==> config.mk <==
export PLATFORM = sky130hd
export DESIGN_NAME = fifo_wr_arbiter
export DESIGN_NICKNAME = d
export VERILOG_FILES = /design/src/rtl/fifo_arb_pkg.sv /design/src/rtl/rr_pick.sv /design/src/rtl/fifo_wr_arbiter.sv
export SDC_FILE = /design/constraint.sdc
export NUM_CORES = 1
export LEC_CHECK = 0
export CAP_MARGIN = 20
export CORE_MARGIN = 2
export CORE_UTILIZATION = 35
export DETAILED_ROUTE_END_ITERATION = 12
export PLACE_DENSITY = 0.86
export SLEW_MARGIN = 0
export SYNTH_ARGS = -nofsm -noshare
export SYNTH_HDL_FRONTEND = slang
export SYNTH_SLANG_ARGS = --single-unit
==> constraint.sdc <==
create_clock -name clk -period 1.95 [get_ports clk]
set_clock_uncertainty 0.1 [all_clocks]
set_input_delay 0.39 -clock clk [delete_from_list [all_inputs] [get_ports clk]]
set_output_delay 0.39 -clock clk [all_outputs]
set_load 0.02 [all_outputs]
==> src/rtl/fifo_arb_pkg.sv <==
// fifo_arb_pkg: shared state encoding and width helper for the FIFO write arbiter.
package fifo_arb_pkg;

    typedef enum logic {IDLE = 1'b0, GRANT = 1'b1} state_t;

    function automatic int clog2(input int v);
        int r;
        for (r = 0; (1 << r) < v; r++) begin
        end
        return r;
    endfunction

endpackage

==> src/rtl/rr_pick.sv <==
// rr_pick: rotating-priority selector, first set request at or above ptr with wrap.
module rr_pick
    import fifo_arb_pkg::*;
#(
    parameter int NUM_REQ  = 4,
    parameter int ID_WIDTH = clog2(NUM_REQ)
) (
    input  logic [NUM_REQ-1:0]  req,
    input  logic [ID_WIDTH-1:0] ptr,
    output logic                any_req,
    output logic [ID_WIDTH-1:0] sel_id
);

    logic [2*NUM_REQ-1:0] dbl;

    // Doubling the vector turns the wrap into a plain lowest-set-bit search.
    always_comb begin
        dbl     = {req, req} & ~(((2*NUM_REQ)'(1) << ptr) - (2*NUM_REQ)'(1));
        any_req = |req;
        sel_id  = '0;
        for (int i = 2*NUM_REQ-1; i >= 0; i--)
            if (dbl[i]) sel_id = ID_WIDTH'(i % NUM_REQ);
    end

endmodule

==> src/rtl/fifo_wr_arbiter.sv <==
// fifo_wr_arbiter: round-robin burst arbiter sharing one sync FIFO write port
// among NUM_REQ producers, never writing while the FIFO is full.
module fifo_wr_arbiter
    import fifo_arb_pkg::*;
#(
    parameter int NUM_REQ    = 4,
    parameter int DATA_WIDTH = 8,
    parameter int MAX_BURST  = 4,
    parameter int ID_WIDTH   = clog2(NUM_REQ)
) (
    input  logic                          clk,
    input  logic                          rst,
    input  logic [NUM_REQ-1:0]            req_valid,
    input  logic [NUM_REQ*DATA_WIDTH-1:0] req_data,
    output logic [NUM_REQ-1:0]            req_ready,
    output logic                          fifo_wr_en,
    output logic [DATA_WIDTH-1:0]         fifo_wr_data,
    input  logic                          fifo_full,
    output logic [ID_WIDTH-1:0]           grant_id,
    output logic                          busy
);

    localparam int BW = clog2(MAX_BURST) + 1;

    state_t              state, state_n;
    logic [ID_WIDTH-1:0] rr_ptr, pick;
    logic [BW-1:0]       beat_cnt;
    logic                any_req, granted, beat, rel;

    rr_pick #(.NUM_REQ(NUM_REQ), .ID_WIDTH(ID_WIDTH)) u_pick (
        .req     (req_valid),
        .ptr     (rr_ptr),
        .any_req (any_req),
        .sel_id  (pick)
    );

    assign granted      = state == GRANT;
    // rst masks the outputs so an in-flight beat is dropped on the reset edge.
    assign beat         = granted && req_valid[grant_id] && !fifo_full && !rst;
    assign rel          = granted && (!req_valid[grant_id] || (beat && beat_cnt == BW'(MAX_BURST-1)));
    assign req_ready    = (granted && !fifo_full && !rst) ? (NUM_REQ'(1) << grant_id) : '0;
    assign fifo_wr_en   = beat;
    assign fifo_wr_data = granted ? req_data[grant_id*DATA_WIDTH +: DATA_WIDTH] : '0;
    assign busy         = granted;

    always_comb
        state_n = (state == IDLE) ? (any_req ? GRANT : IDLE) : (rel ? IDLE : GRANT);

    always_ff @(posedge clk) begin
        if (rst) begin
            state    <= IDLE;
            rr_ptr   <= '0;
            grant_id <= '0;
            beat_cnt <= '0;
        end else begin
            state <= state_n;
            if (state == IDLE && any_req) begin
                grant_id <= pick;
                beat_cnt <= '0;
            end
            if (rel)
                rr_ptr <= (grant_id == ID_WIDTH'(NUM_REQ-1)) ? '0 : grant_id + 1'b1;
            else if (beat)
                beat_cnt <= beat_cnt + 1'b1;
        end
    end

endmodule

==> metrics.yaml, run 1 <==
outcome:
  status: "finished, violations left"
  violations: "setup timing"
worst_setup_path:
  startpoint: "req_data[5]"
  worstPathRequired_ps: 1460
  critPathLaunchType: "input port"
  slowest_delay_ps: 470
  worstReg2RegStart: "rr_ptr[1]"
  cp_num_buf_inv: 2
  worstPathCellList: "clkdlybuf4s50_1 -> mux4_2 -> and2_4 -> buf_6"
  cp.depth: 4
  worstPathArrival_ps: 1540
  r2r_slack_ps: 210
  crit_path_end: "fifo_wr_data[5]"
  crit_type: "input port to output port"
  critPathMaxFanout: 1
  worstSetupEndpointType: "output port"
  cp_top_family: "buffers and inverters"
  reg2reg_depth: 6
  timing.rr.end: "grant_id[0]"
  crit_slowest_cell: "mux4_2"
clock_network:
  clk-insertion-delay-late_ps: 270
  numCtsBuffers: 3
  hold_buffers: 0
  root_buffer: "clkbuf_4"
  cts_sinks: 8
  h-tree-depth: 1
  clk_pin_slew_worst_paths_ps: 60
  cts_buffer_depth: 2
  cts_tree: "built"
place:
  placed_area_um2: 1470
  dp_hpwl_um: 2170
  port-buffer-count: 54
  place_congestion: 0.898
sta:
  max_freq_mhz: 493
  rsz0062_at_grt: "true"
  fin_crit_ps: 2030
  setup_slack_ps: -79.8
  worst_pin_slew_ps: 267
  drv_slew: 0
  relSlewSlack_pct: 82.1
  hold_viol_final: 0
  period_share_pct: 104
  final-setup-viol-count: 9
final_layout:
  final_common_cell: "dlygate4sd2_1"
  final_cell_mix: "30 x dlygate4sd2_1, 15 x buf_4, 9 x mux4_2, 9 x and2_4, 9 x buf_6"
  area_delta_synth_final_pct: 83.3
  fin_area_um2: 1510
  antenna_cells: 0
  final_net_count: 198
  layout-drive-gt1-share_pct: 35.3
floorplanning:
  dieWidth_um: 52.5
  die-area_um2: 2760
  fp-row-count: 17
  core_um2: 2210
  die_y_um: 52.5
  io_pins: 55
  initial_core_util_pct: 37.3
drt:
  vias_per_cell: 5.24
  firstDrtPassIters: 4
  wl_per_cell_um: 14.9
  vias: 933
  detail-route-antenna-nets: 0
  drc: 0
  drtIter0Drc: 10
  drt-total-wl_um: 2660
power:
  powerDensity_nw_per_um2: 464
  p_total_uw: 702
  leakage_nw: 0.694
  ir_worst_vdd_uv: 383
hold_path:
  hp-class: "flop to flop"
yosys:
  synth_area_um2: 825
  ys_ff_latch: 8
  synth_fp_nets: 130
  synth_cell_types: 28
  synth_largest_area_cell: "mux4_2"
  synth_top_area_share_pct: 24.6
  ys_warn_count: 0
  syn_area_per_cell_um2: 9.82
  syn_inst: 84
  yosysSeqAreaShare_pct: 19.4
  synthTopCellsByArea: "mux4_2 25%, dfxtp_1 19%, ha_1 11%"
global_route:
  grt_usage_pct: 21.1
  grt_pass1_wl_um: 4130
  overflow: 0
  first_global_vias: 950
  antenna_found_initial: 0
  grt_max_degree: 14
run:
  cap_violations: 0
layout make-up:
cell class	count	area, um^2
flip-flops and latches	8	165
fillers	193	701
clock buffers	3	22.5
multi-input cells	66	647
inverters	6	22.5
repair buffers	67	619
well taps	28	35.0
worst min path at each step:
| stage | startpoint | to | slack (ps) | depth (start not counted) |
|---|---|---|---|---|
| after floorplan | beat_cnt[2] | beat_cnt[2] | 350 | 2 |
| after global placement | beat_cnt[2] | beat_cnt[2] | 360 | 2 |
| after detailed placement | beat_cnt[2] | beat_cnt[2] | 370 | 2 |
| after CTS | beat_cnt[2] | beat_cnt[2] | 380 | 2 |
| after global routing | beat_cnt[0] | beat_cnt[0] | 430 | 1 |
| final | beat_cnt[2] | beat_cnt[2] | 380 | 2 |
worst reg2reg max path, delay by kind of cell (launching register included):
kind	cells	cell delay (ps)
AO/OA/AOI/OAI	3	690
flip-flops	1	350
AND/OR/NAND/NOR	1	150
adder cells (fa/ha/maj)	1	280
buffers and inverters	1	60
synth_stat cells:
library cell / n
ha_1: 7
a221o_1: 1
nor3b_2: 1
and2_1: 13
nor2_1: 5
inv_1: 6
mux4_2: 9
a21boi_0: 1
nor3_1: 1
clkbuf_1: 2
nand2_1: 3
a21oi_1: 2
nand4bb_1: 1
nor2b_1: 1
a21oi_2: 1
a21oi_4: 1
o21ai_0: 3
dfxtp_1: 8
nand3_1: 4
a22o_1: 2
a211oi_1: 1
nand4b_1: 1
buf_2: 2
or4_4: 1
o31ai_1: 1
nand2b_1: 2
o21bai_1: 2
mux2i_1: 2
where the power goes:
part / leakage (nW) / internal, mW / total [mW] / switching, mW
Combinational: 0.614 / 0.223 / 0.377 / 0.155
Clock: 0.0138 / 0.0712 / 0.139 / 0.0674
Sequential: 0.0665 / 0.175 / 0.186 / 0.0110
registers in the layout, summed over array words and instances, names as in the netlist:
name and cells:
rr_ptr 2, busy 1, beat_cnt 3, grant_id 2
stage by stage:
stage / util [%] / cells / TNS, ps / hold slack [ps] / setup slack, ps
after floorplan: - / 84 / 0 / 346 / 90.4
after detailed placement: 66.3 / 173 / -7250 / 373 / -550
after global routing: 68.3 / 178 / -838 / 434 / -102
final: 68.3 / 178 / -571 / 384 / -79.8
after CTS: 66.4 / 176 / -514 / 381 / -70.0
after global placement: 66.3 / 173 / -6640 / 359 / -511
cells by family (layout without fill, tap and decap cells):
group	after synthesis	after routing	synth area share [%]
compound gates	15	15	14.0
fa+ha+maj	7	7	10.6
buf+inv	10	76	4.86
flops	8	8	19.4
mux	11	11	27.0
simple gates	33	33	24.1
routing by layer:
metal | part of all wire (%) | vias to the layer above | track usage [%] | wire [um]
met4 | 1.2 | 0 | 8.55 | 31
met2 | 53 | 52 | 41.7 | 1420
met1 | 34 | 432 | 19.3 | 895
li1 | - | 444 | - | -
met3 | 12 | 5 | 6.86 | 314
met5 | 0 | - | 0 | 0
what timing repair did:
item / CTS / global route
pin swaps: 8 / 1
setup buffers: 0 / 2
gates cloned: 0 / 0
gates resized for setup: 111 / 7
setup endpoints to repair: 14 / 14
Note: power is estimated with default switching activity, not from simulation.
==> run 2, diff against run 1 <==
- CTS_BUF_LIST: unset -> sky130_fd_sc_hd__clkbuf_4 sky130_fd_sc_hd__clkbuf_8 sky130_fd_sc_hd__clkbuf_16
==> results of run 2 <==
Same layout as run 1: the final DEF is identical, and so are final timing and power.
